[src/rtl/noc_pkg.sv]
// Shared NoC definitions: flit types, output port indices and the XY routing function.
package noc_pkg;

  localparam int COORD_W_DEFAULT = 4;

  localparam int PORT_LOCAL = 0;
  localparam int PORT_EAST  = 1;
  localparam int PORT_WEST  = 2;
  localparam int PORT_NORTH = 3;
  localparam int PORT_SOUTH = 4;

  typedef enum logic [1:0] {
    FLIT_BODY   = 2'b00,
    FLIT_TAIL   = 2'b01,
    FLIT_HEAD   = 2'b10,
    FLIT_SINGLE = 2'b11
  } flit_type_e;

  typedef enum logic {
    S_IDLE = 1'b0,
    S_FWD  = 1'b1
  } ipm_state_e;

  // X is resolved before Y; a destination equal to this router goes LOCAL.
  function automatic logic [4:0] route_xy(input int dx, input int dy, input int lx, input int ly);
    logic [4:0] r;
    r = '0;
    if (dx > lx)      r[PORT_EAST]  = 1'b1;
    else if (dx < lx) r[PORT_WEST]  = 1'b1;
    else if (dy > ly) r[PORT_NORTH] = 1'b1;
    else if (dy < ly) r[PORT_SOUTH] = 1'b1;
    else              r[PORT_LOCAL] = 1'b1;
    return r;
  endfunction

endpackage

[src/rtl/ipm_sync_port_fifo.sv]
// Flit FIFO for the router input port: registered head (no fall-through), async active-low reset.
module ipm_flit_fifo #(
  parameter int WIDTH = 32,
  parameter int DEPTH = 4
) (
  input  logic                       clk,
  input  logic                       reset,
  input  logic                       push,
  input  logic [WIDTH-1:0]           din,
  input  logic                       pop,
  output logic [WIDTH-1:0]           dout,
  output logic                       empty,
  output logic                       full,
  output logic [$clog2(DEPTH):0]     count
);

  localparam int AW = $clog2(DEPTH);
  localparam int CW = AW + 1;

  logic [WIDTH-1:0] mem [DEPTH];
  logic [AW-1:0]    wr_ptr, rd_ptr;
  logic             do_push, do_pop;

  assign empty   = (count == '0);
  assign full    = (count == CW'(DEPTH));
  assign do_push = push && !full;
  assign do_pop  = pop && !empty;
  assign dout    = mem[rd_ptr];

  always_ff @(posedge clk) begin
    if (do_push) mem[wr_ptr] <= din;
  end

  // Pointers wrap naturally because DEPTH is a power of two.
  always_ff @(posedge clk or negedge reset) begin
    if (!reset) begin
      wr_ptr <= '0;
      rd_ptr <= '0;
      count  <= '0;
    end else begin
      if (do_push) wr_ptr <= wr_ptr + AW'(1);
      if (do_pop)  rd_ptr <= rd_ptr + AW'(1);
      case ({do_push, do_pop})
        2'b10:   count <= count + CW'(1);
        2'b01:   count <= count - CW'(1);
        default: count <= count;
      endcase
    end
  end

endmodule

[src/rtl/ipm_sync_port.sv]
// Buffered wormhole input port with XY routing; IPM_ROUTE_CHECK_EN enables flit-type protocol checking.
module ipm_sync_port
  import noc_pkg::*;
#(
  parameter int WIDTH     = 32,
  parameter int DEPTH     = 4,
  parameter int OUTPORTS  = 5,
  parameter int COORD_W   = COORD_W_DEFAULT,
  parameter int LocationX = 2,
  parameter int LocationY = 2
) (
  input  logic                      clk,
  input  logic                      reset,
  input  logic                      valid_up_i,
  input  logic [WIDTH-1:0]          Data_up_i,
  output logic                      ready_up_o,
  output logic [OUTPORTS-1:0]       valid_dw_o,
  output logic [OUTPORTS*WIDTH-1:0] Data_dw_o,
  input  logic [OUTPORTS-1:0]       ready_dw_i,
  output logic [OUTPORTS-1:0]       PacketEnable_dw_o,
  output logic                      err_o
);

  localparam int CW = $clog2(DEPTH) + 1;
  localparam logic [CW-1:0] FULL_CNT = CW'(DEPTH);

  logic                fifo_push, fifo_pop, fifo_empty, fifo_full;
  logic [CW-1:0]       fifo_count;
  logic [WIDTH-1:0]    head;
  flit_type_e          head_type;
  logic [COORD_W-1:0]  dest_x, dest_y;
  logic [OUTPORTS-1:0] head_route;

  logic                rdy_q;
  ipm_state_e          state_q, state_d;
  logic [OUTPORTS-1:0] route_q, route_d;
  logic                first_q, first_d;

  // Upstream ready stays low until the first edge after reset release.
  assign ready_up_o = rdy_q && (fifo_count != FULL_CNT);
  assign fifo_push  = valid_up_i && rdy_q && !fifo_full;

  ipm_flit_fifo #(.WIDTH(WIDTH), .DEPTH(DEPTH)) u_fifo (
    .clk   (clk),
    .reset (reset),
    .push  (fifo_push),
    .din   (Data_up_i),
    .pop   (fifo_pop),
    .dout  (head),
    .empty (fifo_empty),
    .full  (fifo_full),
    .count (fifo_count)
  );

  assign head_type  = flit_type_e'(head[WIDTH-1 -: 2]);
  assign dest_x     = head[COORD_W-1:0];
  assign dest_y     = head[2*COORD_W-1:COORD_W];
  assign head_route = route_xy(32'(dest_x), 32'(dest_y), LocationX, LocationY);

  assign Data_dw_o         = fifo_empty ? '0 : {OUTPORTS{head}};
  assign PacketEnable_dw_o = route_q;

`ifdef IPM_ROUTE_CHECK_EN
  logic err_q, err_d, is_head;
  assign is_head = (head_type == FLIT_HEAD) || (head_type == FLIT_SINGLE);
  assign err_o   = err_q;

  always_ff @(posedge clk or negedge reset) begin
    if (!reset) err_q <= 1'b0;
    else        err_q <= err_d;
  end
`else
  assign err_o = 1'b0;
`endif

  always_comb begin
    state_d    = state_q;
    route_d    = route_q;
    first_d    = first_q;
    fifo_pop   = 1'b0;
    valid_dw_o = '0;
`ifdef IPM_ROUTE_CHECK_EN
    err_d      = err_q;
`endif
    case (state_q)
      S_IDLE: begin
        if (!fifo_empty) begin
`ifdef IPM_ROUTE_CHECK_EN
          if (is_head) begin
            route_d = head_route;
            first_d = 1'b1;
            state_d = S_FWD;
          end else begin
            fifo_pop = 1'b1;
            err_d    = 1'b1;
          end
`else
          route_d = head_route;
          first_d = 1'b1;
          state_d = S_FWD;
`endif
        end
      end
      S_FWD: begin
        valid_dw_o = route_q & {OUTPORTS{!fifo_empty}};
        if ((valid_dw_o & ready_dw_i) != '0) begin
          fifo_pop = 1'b1;
          first_d  = 1'b0;
`ifdef IPM_ROUTE_CHECK_EN
          if (!first_q && is_head) err_d = 1'b1;
`endif
          // A SINGLE closes the packet only when it is the flit that opened it.
          if (head_type == FLIT_TAIL || (head_type == FLIT_SINGLE && first_q)) begin
            route_d = '0;
            state_d = S_IDLE;
          end
        end
      end
      default: begin
        route_d = '0;
        state_d = S_IDLE;
      end
    endcase
  end

  always_ff @(posedge clk or negedge reset) begin
    if (!reset) begin
      rdy_q   <= 1'b0;
      state_q <= S_IDLE;
      route_q <= '0;
      first_q <= 1'b0;
    end else begin
      rdy_q   <= 1'b1;
      state_q <= state_d;
      route_q <= route_d;
      first_q <= first_d;
    end
  end

endmodule
[config.mk]
export PLATFORM = sky130hd
export DESIGN_NAME = ipm_sync_port
export DESIGN_NICKNAME = d
export VERILOG_FILES = /design/src/rtl/noc_pkg.sv /design/src/rtl/ipm_sync_port_fifo.sv /design/src/rtl/ipm_sync_port.sv
export SDC_FILE = /design/constraint.sdc
export NUM_CORES = 1
export LEC_CHECK = 0
export ABC_AREA = 1
export BUFFER_PORTS_ARGS = -buffer_cell sky130_fd_sc_hd__buf_2
export CAP_MARGIN = 20
export CORE_MARGIN = 1
export CORE_UTILIZATION = 56
export CTS_BUF_LIST = sky130_fd_sc_hd__clkbuf_4 sky130_fd_sc_hd__clkbuf_8 sky130_fd_sc_hd__clkbuf_16
export DETAILED_ROUTE_END_ITERATION = 16
export PLACE_DENSITY = 0.89
export SLEW_MARGIN = 0
export SYNTH_ARGS = -nofsm -noshare
export SYNTH_HDL_FRONTEND = slang
export SYNTH_HIERARCHICAL = 1
export SYNTH_SLANG_ARGS = --single-unit
[constraint.sdc]
create_clock -name clk -period 5.22 [get_ports clk]
set_input_delay 0.783 -clock clk [delete_from_list [all_inputs] [get_ports clk]]
set_output_delay 0.783 -clock clk [all_outputs]
set_load 0.02 [all_outputs]
# Yosys cells after proc, flatten, opt, wreduce, memory -nomap -nowiden
# Memories as Yosys holds them, arrays and structs flattened.
# Index checks and enable logic that the tools add are counted.
# Widths: inputs -> output; s select.
dict set report totals {
  reg_bits 15
  ram_bits 128
  in_bits 40
  out_inout_bits 172
  memories 1
}
# name depth width read_ports rd_ports_with_merged_regs wr line_no
set mem_list {}
lappend mem_list {u_fifo.mem 4 32 1 0 1 ipm_sync_port_fifo.sv:20} ;# logic [WIDTH-1:0] mem [DEPTH];
dict set report op_classes {
  n_addsub 4
  n_lt_le_gt_ge 4
  n_eq_ne 9
  n_mux 29
  n_bitwise 3
  n_reduce_logical 14
}
# cell count
set ops {}
lappend ops {{$mux 160} 1}
lappend ops {{$mux 5} 4}
lappend ops {{$mux 1} 18}
lappend ops {{$and 5x5->5} 2}
lappend ops {{$pmux 5 s2} 1}
lappend ops {{$gt 4x2->1 const B} 2}
lappend ops {{$lt 4x2->1 const B} 2}
lappend ops {{$logic_and 1x1->1} 6}
lappend ops {{$pmux 3 s2} 1}
lappend ops {{$reduce_bool 5->1} 1}
lappend ops {{$add 2x1->2 const B} 2}
lappend ops {{$eq 2x1->1 const B} 2}
lappend ops {{$eq 2x2->1 const B} 2}
lappend ops {{$ne 2x1->1 const B} 2}
lappend ops {{$pmux 1 s2} 2}
lappend ops {{$add 3x1->3 const B} 1}
lappend ops {{$eq 3x3->1 const B} 1}
lappend ops {{$logic_not 3->1} 1}
lappend ops {{$mux 3} 1}
lappend ops {{$ne 3x3->1 const B} 1}
lappend ops {{$reduce_and 3->1} 1}
lappend ops {{$sub 3x1->3 const B} 1}
lappend ops {{$logic_not 1->1} 2}
lappend ops {{$mux 2} 1}
lappend ops {{5 further kinds} 5}

# Logic depth before layout (Yosys ltp)
# Gate-level depths: netlist (run 1).
dict set report logic_depth {
  depth_word 10
  depth_mapped 21
  ltp_nobuf 20
}

# Hierarchy
# Netlist (run 1), hierarchy kept.
# mod n_inst cells_each area_each_um2 seq_area_each_um2
set by_module_without_submodules {}
lappend by_module_without_submodules {ipm_flit_fifo 1 435 5572.8 4018.9}
lappend by_module_without_submodules {ipm_sync_port 1 269 1709.1 200.2}

# Worst setup path after synthesis (run 1)
# No wires, ideal clock.
dict set report synth_path {
  path_type {in2reg}
  from {input port valid_up_i}
  to {memory u_fifo.mem[0][0] (enable)}
  setup_ns 0.421
  t_arrival_ns 2.496
  required_ns 4.799
  slack_ns 2.303
  cell_stages 4
  n_path_buf 0
  path_cell_list {nand2_1 -> nor2_1 -> nand2_1 -> nor2_1}
}
dict set report synth_between {
  elab_chain_cells 5
}
# item line_no
set synth_rtl {}
lappend synth_rtl {{start, declared} ipm_sync_port.sv:14} ;# input logic valid_up_i,
lappend synth_rtl {{$logic_and 1x1->1 (2 in series)} ipm_sync_port.sv:41} ;# assign fifo_push = valid_up_i && rdy_q && !fifo_full;
lappend synth_rtl {{via fifo_push} ipm_sync_port.sv:27} ;# logic fifo_push, fifo_pop, fifo_empty, fifo_full;
lappend synth_rtl {{$logic_and 1x1->1} ipm_sync_port_fifo.sv:26} ;# assign do_push = push && !full;
lappend synth_rtl {{$mux 1} ipm_sync_port_fifo.sv:31} ;# if (do_push) mem[wr_ptr] <= din;
lappend synth_rtl {{$mux 1 (implied by the code)} ipm_sync_port_fifo.sv:31}
lappend synth_rtl {{end, declared} ipm_sync_port_fifo.sv:20}
# The timed path passes the listed nets, and every way through them passes these cells.

# Final worst setup path (run 1)
dict set report layout_path {
  from {register u_fifo.rd_ptr[0]}
  to {output port Data_dw_o[51]}
}
dict set report layout_between {
  elab_chain_cells 2
}
# item line_no
set layout_rtl {}
lappend layout_rtl {{start, declared} ipm_sync_port_fifo.sv:21} ;# logic [AW-1:0] wr_ptr, rd_ptr;
lappend layout_rtl {{start signal, assigned} ipm_sync_port_fifo.sv:42} ;# if (do_pop) rd_ptr <= rd_ptr + AW'(1);
lappend layout_rtl {{$mem_v2 4x32} -}
lappend layout_rtl {{via head[19]} ipm_sync_port.sv:29} ;# logic [WIDTH-1:0] head;
lappend layout_rtl {{$mux 160} ipm_sync_port.sv:60} ;# assign Data_dw_o = fifo_empty ? '0 : {OUTPORTS{head}};
lappend layout_rtl {{end, declared} ipm_sync_port.sv:18} ;# output logic [OUTPORTS*WIDTH-1:0] Data_dw_o,
# The timed path passes the listed nets, and every way through them passes these cells.

==> impl_metrics.yaml, run 1 <==
outcome:
  status: "completed"
logic_synthesis:
  yosysMostFrequentCell: "nand2_1"
  netlist_instances: 704
  synthArstFlopShare_pct: 10.5
  synth-edff-count: 128
  synth.distinct_cells: 22
  yosysSeqAreaShare_pct: 57.9
  syn_nets: 750
  ys_ff_latch: 143
  synth_area_mm2: 0.00728
  synthTopCellsByArea: "edfxtp_1 53%, buf_4 14%, nand2_1 7.3%"
  synth-main-ff-cell: "edfxtp_1"
  netlist.area_leader.share_pct: 52.8
  yosysWarningCount: 6
  yosysTopAreaCell: "edfxtp_1"
  synth_commonest_cells: "141 x nand2_1, 133 x buf_4, 128 x edfxtp_1"
  avgSynthCellArea_um2: 10.3
finish:
  area_growth_pct: 11.9
  final_cell_area_mm2: 0.00815
  drive_above_1_share_pct: 32.0
  nets: 833
  n_antenna_cell: 0
clock_network:
  clockBufferDepth: 2
  cts-root-buf: "clkbuf_16"
  postCtsHoldBufs: 0
  cts_made_buffers: 17
  cts_tree: "built"
  cts_setup_buffers: 0
  post_cts_resized: 0
  path_clk_slew_ps: 60
  h-tree-depth: 4
  clkLatencyLatePin_ps: 420
  cts.sinks: 143
placed_design:
  place_area_mm2: 0.00746
  gp_congestion: 0.777
  hpwlAfterDp_mm: 8.41
  port_buffers: 210
setup_path:
  path_cells: "clkinv_2 > buf_4 > nand2_1 > o211ai_1 > nand2_1 > inv_1 > nor2_1 > buf_2"
  required_ps: 4440
  crit_type: "reg -> out"
  path_common_cell: "nand2_1"
  rrSetupSlack_ps: 1990
  worstSetupStartpointType: "flip-flop"
  end_kind: "output pin"
  cp.arrival_ps: 2730
  cp_max_fo: 64
  critPathSlowestCell: "clkinv_2"
  cp_slowest_stage_delay_ps: 620
floorplan:
  dieArea_mm2: 0.0135
  io_pins: 212
  die_h_um: 116
  initial_core_util_pct: 57.5
  row_count: 41
  fp.dieW_um: 116
  core_mm2: 0.0127
route:
  drt_iter0_markers: 306
  post_drt_wl_per_cell_um: 13.7
  wirelength_mm: 13.3
  via_per_inst: 4.80
  drcViolationCount: 0
  num_vias: 4670
  drtPass1Iterations: 5
  ant_nets: 0
grt:
  antenna_found_initial: 0
  grt.total_usage_pct: 21.0
  grt_pass1_wl_mm: 20.8
  grt_max_degree: 65
  first_global_vias: 4343
  grt.overflow.total: 0
sta:
  fmax_ghz: 0.284
  holdWs_ps: 266
  skew_ps: 5.35
  slew_headroom_pct: 28.4
  setup_viol: 0
  min_period_ps: 3520
  worstMarginPinSlew_ps: 1070
  period_share_pct: 67.3
  rsz0062_at_grt: "false"
  maxSlewViolCount: 0
  tns_ps: 0
  finalHoldViolations: 0
min_path:
  hold_path_class: "in -> async"
flow_run:
  drv_cap: 0
==> state kept, by name (all words and copies together), names as in the netlist <==
register and flops:
PacketEnable_dw_o 5, first_q 1, rdy_q 1, state_q 1
u_fifo/count 3, u_fifo/mem 128, u_fifo/rd_ptr 2, u_fifo/wr_ptr 2
==> stage by stage <==
stage / cells / setup slack, ps / util (%)
2_1_floorplan: 704 / 2300 / -
3_3_place_gp: 936 / 2140 / 58.6
3_5_place_dp: 937 / 2050 / 58.9
4_1_cts: 969 / 1690 / 63.7
5_1_grt: 972 / 1430 / 64.3
6_report: 972 / 1700 / 64.3
==> layout by cell type, fill, tap and decap left out, types with 2 or more instances in the layout <==
cell / n
buf_4: 4
edfxtp_1: 128
clkbuf_16: 17
nor2_4: 4
clkbuf_4: 2
clkinvlp_4: 2
nand3_2: 2
nand4_1: 3
buf_16: 4
nor2_1: 45
clkinv_1: 3
clkinv_2: 4
conb_1: 2
nand2_1: 141
nand3_1: 13
dfrtp_1: 15
o211ai_1: 64
ha_1: 5
buf_2: 210
bufinv_16: 4
o21ai_0: 4
inv_1: 118
==> cell families after synthesis <==
family          after synthesis  share of synthesized area (%)
buf+inv                     274                           22.4
simple gates                209                           11.3
flops                       143                           57.9
compound gates               69                           6.98
fa+ha+maj                     6                           1.13
other cells                   2                          0.103
xor+xnor                      1                          0.120
==> critical path, delay by kind of cell (launching register included) <==
| family | cells | cell delay [ps] |
|---|---|---|
| AO/OA/AOI/OAI | 1 | 100 |
| buffers and inverters | 4 | 1380 |
| flip-flops | 1 | 380 |
| AND/OR/NAND/NOR | 3 | 450 |
==> routing by layer <==
layer	vias to the layer above	GRT usage, %	wire [um]
met4	0	9.40	201
met2	162	36.0	6870
met3	17	5.44	731
li1	2317	-	-
met1	2174	24.9	5510
met5	-	0	0
==> path summary, 6_finish.rpt <==
| kind | cells after the start | to | start |
|---|---|---|---|
| setup / recovery | 8 | Data_dw_o[51] | u_fifo/rd_ptr[0]$_DFFE_PN0P_ |
| hold / removal | 1 | state_q$_DFF_PN0_ | reset |
| setup reg to reg | 17 | u_fifo/count[1]$_DFFE_PN0P_ | u_fifo/count[1]$_DFFE_PN0P_ |
| hold reg to reg | 2 | first_q$_DFFE_PN0P_ | first_q$_DFFE_PN0P_ |
| max in group asynchronous | 1 | u_fifo/count[2]$_DFFE_PN0P_ | reset |
| min in group clk | 2 | first_q$_DFFE_PN0P_ | first_q$_DFFE_PN0P_ |
==> layout make-up <==
cell class	count	area [um2]
Tap cell	172	215
Multi-Input combinational cell	287	1460
Clock inverter	13	170
Inverter	120	454
Timing Repair Buffer	218	1190
Fill cell	950	4520
Sequential cell	143	4220
Clock buffer	19	440
Power of run 1 is not shown: default switching activity piles up to over one toggle a cycle in this logic, so the estimate is an artifact.
==> run 2, diff against run 1 <==
--- a/config.mk
+++ b/config.mk
@@ -5,14 +5,14 @@
 export SDC_FILE = /design/constraint.sdc
 export NUM_CORES = 1
 export LEC_CHECK = 0
-export ABC_AREA = 1
+export ABC_AREA = 0
 export BUFFER_PORTS_ARGS = -buffer_cell sky130_fd_sc_hd__buf_2
 export CAP_MARGIN = 20
 export CORE_MARGIN = 1
-export CORE_UTILIZATION = 56
+export CORE_UTILIZATION = 46
 export CTS_BUF_LIST = sky130_fd_sc_hd__clkbuf_4 sky130_fd_sc_hd__clkbuf_8 sky130_fd_sc_hd__clkbuf_16
 export DETAILED_ROUTE_END_ITERATION = 16
-export PLACE_DENSITY = 0.89
+export PLACE_DENSITY = 0.8
 export SLEW_MARGIN = 0
 export SYNTH_ARGS = -nofsm -noshare
 export SYNTH_HDL_FRONTEND = slang
==> constraint.sdc (replaced) <==
create_clock -name clk -period 2.9 [get_ports clk]
set_input_delay 0.435 -clock clk [delete_from_list [all_inputs] [get_ports clk]]
set_output_delay 0.435 -clock clk [all_outputs]
set_load 0.02 [all_outputs]
==> run 2 against run 1 <==
  * Routed wire length down 8.9%
  * Critical path depth decreased by 4
  * Sequential share of layout area up 3.4 points
  * Die area rose by 12%
  * Setup slack lost 1500 ps
  * Final cell count fell by 27%
  * Global-route usage is 4.1 points lower
==> impl_metrics.yaml, run 2 <==
flow_run:
  drv_cap: 0
placed_design:
  place_area_mm2: 0.00704
  hpwlAfterDp_mm: 8.19
  port_buffers: 210
  gp_congestion: 0.710
sta:
  tns_ps: 0
  skew_ps: 9.14
  maxSlewViolCount: 0
  period_share_pct: 92.5
  rsz0062_at_grt: "false"
  worstMarginPinSlew_ps: 605
  setup_viol: 0
  fmax_ghz: 0.373
  finalHoldViolations: 0
  min_period_ps: 2680
  slew_headroom_pct: 59.4
route:
  post_drt_wl_per_cell_um: 17.0
  via_per_inst: 4.93
  drtPass1Iterations: 4
  wl_met1_mm: 4.88
  wirelength_mm: 12.1
  routed-wl-met3_um: 677
  num_vias: 3516
  drt_iter0_markers: 127
  drcViolationCount: 0
  wl_met2_mm: 6.43
  ant_nets: 0
  highest_layer: "met4"
setup_path:
  r2r-start: "u_fifo/count[0]$_DFFE_PN0P_"
  crit_end: "Data_dw_o[1]"
  cp_max_fo: 10
  r2r-end: "u_fifo/count[2]$_DFFE_PN0P_"
  worstSetupStartpointType: "flip-flop"
  end_kind: "output pin"
  cp.arrival_ps: 2250
  critPathLaunch: "u_fifo/rd_ptr[0]$_DFFE_PN0P_"
  worstRegToRegCells: 11
  rrSetupSlack_ps: 310
  crit_type: "reg -> out"
  required_ps: 2470
floorplan:
  fp.dieW_um: 123
  core_mm2: 0.0141
  dieArea_mm2: 0.0151
  row_count: 43
  initial_core_util_pct: 47.7
  die_h_um: 123
  io_pins: 212
finish:
  drive_above_1_share_pct: 54.8
  final_cell_mix: "210 x buf_2, 128 x edfxtp_1, 32 x nor2b_1"
  area_growth_pct: 13.8
  mostFrequentLayoutCell: "buf_2"
  largest_register_ffs: 128
  final_util_pct: 54.3
  regArea_mm2: 0.00422
  nets: 564
  multi_input_area_mm2: 0.00140
  final_cell_area_mm2: 0.00765
  regMostFlops: "u_fifo/mem"
  num-fill-cells: 1137
logic_synthesis:
  synthArstFlopShare_pct: 10.5
  netlist_instances: 420
  yosysWarningCount: 6
  avgSynthCellArea_um2: 16.0
  synth-main-ff-cell: "edfxtp_1"
  yosysSeqAreaShare_pct: 62.7
  ys_ff_latch: 143
  yosysMostFrequentCell: "buf_4"
  synth.distinct_cells: 40
  yosysTopAreaCell: "edfxtp_1"
  synthTopCellsByArea: "edfxtp_1 57%, buf_4 14%, mux4_2 9.4%"
  syn_nets: 466
  synth-edff-count: 128
  synth_commonest_cells: "129 x buf_4, 128 x edfxtp_1, 32 x nor2b_1"
  netlist.area_leader.share_pct: 57.2
  synth_area_mm2: 0.00672
clock_network:
  cts_made_buffers: 17
  clkLatencyLatePin_ps: 410
  cts_setup_buffers: 0
  cts-root-buf: "clkbuf_16"
  postCtsHoldBufs: 1
  cts_tree: "built"
  path_clk_slew_ps: 60
  post_cts_resized: 0
  clockBufferDepth: 2
  h-tree-depth: 4
  cts.sinks: 143
grt:
  grt_pass1_wl_mm: 18.0
  grt.total_usage_pct: 16.9
  grt_max_degree: 41
  antenna_found_initial: 1
  grt.overflow.total: 0
  first_global_vias: 3422
min_path:
  hold_path_class: "in -> reg"
outcome:
  status: "completed"
==> run 2: layer usage <==
layer	global-route usage [%]	vias to the layer above
li1	-	1606
met1	19.0	1753
met2	29.8	142
met3	5.30	15
met4	6.33	0
met5	0	-
==> run 2: worst min-delay path by stage <==
stage	slack (ps)	start	endpoint	cells past startpoint
finish	230	Data_up_i[12]	u_fifo/mem[2][12]$_DFFE_PP_	1
floorplan	140	reset	PacketEnable_dw_o[0]$_DFFE_PN0P_	0
global route	220	Data_up_i[29]	u_fifo/mem[2][29]$_DFFE_PP_	1
CTS	210	Data_up_i[12]	u_fifo/mem[1][12]$_DFFE_PP_	1
global placement	360	reset	rdy_q$_DFF_PN0_	1
detailed placement	370	reset	u_fifo/count[2]$_DFFE_PN0P_	1
==> run 2: critical path, stage by stage (launching register included) <==
cell and delay (ps):
dfrtp_2 540, buf_4 300, mux4_2 600, nor2b_1 200
buf_2 190
==> run 2: metrics by stage <==
stage	hold WS, ps	setup WS, ps	cells
after floorplan	139	333	420
after global placement	360	474	678
after detailed placement	370	340	678
after CTS	213	159	711
after global routing	215	75.6	711
final	234	219	713
==> run 2: kinds of logic (layout without fill, tap and decap cells) <==
group | count (synthesis) | count (layout) | synth area share, %
buffers and inverters | 152 | 263 | 16.6
DFF | 143 | 143 | 62.7
adders and majority gates | 6 | 6 | 1.23
muxes | 34 | 34 | 11.3
other | 2 | 4 | 0.112
xor gates and xnor gates | 6 | 6 | 0.782
AOI/OAI and AO/OA | 14 | 14 | 1.56
and+or+nand+nor | 63 | 63 | 5.73
==> run 2: cell type report <==
cell class | instances | area share (%)
antenna | 2 | 0.0654
clock buffer | 26 | 6.69
clock inverter | 6 | 1.08
inverter | 11 | 0.539
multi-input combinational | 125 | 18.3
sequential | 143 | 55.2
tap | 180 | 2.94
timing repair buffer | 220 | 15.2
Power of run 2 is left out for the same reason.
==> run 3, diff against run 2 <==
--- a/config.mk
+++ b/config.mk
@@ -9,10 +9,12 @@
 export BUFFER_PORTS_ARGS = -buffer_cell sky130_fd_sc_hd__buf_2
 export CAP_MARGIN = 20
 export CORE_MARGIN = 1
-export CORE_UTILIZATION = 46
+export CORE_UTILIZATION = 51
 export CTS_BUF_LIST = sky130_fd_sc_hd__clkbuf_4 sky130_fd_sc_hd__clkbuf_8 sky130_fd_sc_hd__clkbuf_16
 export DETAILED_ROUTE_END_ITERATION = 16
-export PLACE_DENSITY = 0.8
+export PLACE_DENSITY = 0.84
+export REMOVE_ABC_BUFFERS = 1
+export SETUP_SLACK_MARGIN = 0.3
 export SLEW_MARGIN = 0
 export SYNTH_ARGS = -nofsm -noshare
 export SYNTH_HDL_FRONTEND = slang
==> constraint.sdc (replaced) <==
create_clock -name clk -period 2.5 [get_ports clk]
set_input_delay 0.375 -clock clk [delete_from_list [all_inputs] [get_ports clk]]
set_output_delay 0.375 -clock clk [all_outputs]
set_load 0.02 [all_outputs]
==> run 3 against run 2 <==
  * Routed wire length grew 8.1%
  * Non-clock buffer count grew 27
  * Die area shrank 9.6%
  * Setup slack lost 190 ps
==> impl_metrics.yaml, run 3 (same netlist as run 2, synthesis figures left out) <==
outcome:
  status: "completed"
placed_design:
  hpwlAfterDp_mm: 7.90
  place_inst: 675
  gp_congestion: 0.744
  dp_slack_ps: 123
  port_buffers: 210
finish:
  mostFrequentLayoutCell: "buf_2"
  nets: 591
  drive_above_1_share_pct: 60.8
  n_antenna_cell: 0
  instances_no_fill: 730
  area_growth_pct: 24.6
  regMostFlops: "u_fifo/mem"
  final_cell_mix: "137 x buf_2, 128 x edfxtp_1, 65 x buf_4"
  largest_register_ffs: 128
route:
  post_drt_wl_per_cell_um: 17.9
  wirelength_mm: 13.1
  ant_nets: 0
  via_per_inst: 5.02
  drtPass1Iterations: 4
  drt_iter0_markers: 143
  drcViolationCount: 0
  num_vias: 3661
floorplan:
  io_pins: 212
  fp.dieW_um: 117
  core_mm2: 0.0127
  dieArea_mm2: 0.0136
  row_count: 41
  initial_core_util_pct: 52.9
  die_h_um: 117
sta:
  setup_viol: 0
  period_share_pct: 98.7
  fmax_ghz: 0.405
  worstMarginPinSlew_ps: 653
  rsz0062_at_grt: "true"
  slew_headroom_pct: 56.2
  tns_ps: 0
  finalHoldViolations: 0
  maxSlewViolCount: 0
  min_period_ps: 2470
  skew_ps: 7.14
  worst_slack_ps: 33.4
clock_network:
  cts.sinks: 143
  cts-root-buf: "clkbuf_16"
  cts_made_buffers: 17
  h-tree-depth: 4
  path_clk_slew_ps: 60
  clockBufferDepth: 2
  cts_tree: "built"
  clkLatencyLatePin_ps: 410
grt:
  first_global_vias: 3384
  grt.total_usage_pct: 18.6
  grt.overflow.total: 0
  grt_max_degree: 41
  grt_pass1_wl_mm: 17.9
  antenna_found_initial: 0
setup_path:
  path_cells: "clkbuf_16 > mux4_2 > nor2b_1 > buf_2"
  end_kind: "output pin"
  crit_type: "reg -> out"
  rrSetupSlack_ps: 160
  worstSetupStartpointType: "flip-flop"
  cp_slowest_stage_delay_ps: 560
  cp_max_fo: 7
  critPathLaunch: "u_fifo/rd_ptr[0]$_DFFE_PN0P_"
  r2r-start: "u_fifo/rd_ptr[0]$_DFFE_PN0P_"
  worstRegToRegCells: 6
  cp.arrival_ps: 2090
  critPathSlowestCell: "dfrtp_4"
  required_ps: 2120
  r2r-end: "PacketEnable_dw_o[1]$_DFFE_PN0P_"
min_path:
  hold_path_class: "in -> reg"
  hp-start: "Data_up_i[15]"
  hold_depth: 1
  hold-path-endpoint: "u_fifo/mem[3][15]$_DFFE_PP_"
flow_run:
  drv_cap: 0
run 3: metrics by stage:
step                      hold slack [ps]  instance area (um2)  utilization, %
after floorplan                      79.4                 5650               -
after global placement                306                 7060            55.5
after detailed placement              315                 7060            55.5
after CTS                             158                 7840            61.6
after global routing                  157                 8380            65.9
final                                 175                 8380            65.9
run 3: worst max-delay path by stage:
stage                             endpoint  slack (ps)  depth (start not counted)
3_3_place_gp   u_fifo/count[2]$_DFFE_PN0P_         230                         11
5_1_grt                      Data_dw_o[12]         -30                          4
6_report                     Data_dw_o[12]          30                          4
2_1_floorplan                 Data_dw_o[0]       -1920                          2
3_5_place_dp   u_fifo/count[2]$_DFFE_PN0P_         120                         11
4_1_cts                     Data_dw_o[129]          60                          4
run 3: final cells by class:
class	instances	area [um2]
Timing Repair Buffer	247	1770
Clock buffer	18	433
Tap cell	172	215
Inverter	11	41.3
Sequential cell	143	4230
Clock inverter	14	211
Fill cell	867	4340
Multi-Input combinational cell	125	1490
run 3: repair_timing:
action                                  4_1_cts  5_1_grt
gates cloned                                  0        3
pin swaps                                     0        5
hold buffers                                  1        0
endpoints found under the setup margin      172      172
buffers inserted                             11        8
resized for setup                            10      140
hold endpoints to repair                     15        0
run 3: critical path: cells and delay by family, from the launching register on:
family	cells	cell delay (ps)
mux	1	330
flops	1	560
buf+inv	2	450
simple gates	1	330
run 3: metal layers:
metal | GRT usage [%] | part of all wire, % | vias up
met5 | 0 | 0 | -
met4 | 7.93 | 0.89 | 0
met3 | 4.99 | 5.5 | 10
met2 | 33.1 | 54 | 146
met1 | 21.3 | 40 | 1847
li1 | - | - | 1658
Power of run 3 is left out for the same reason.
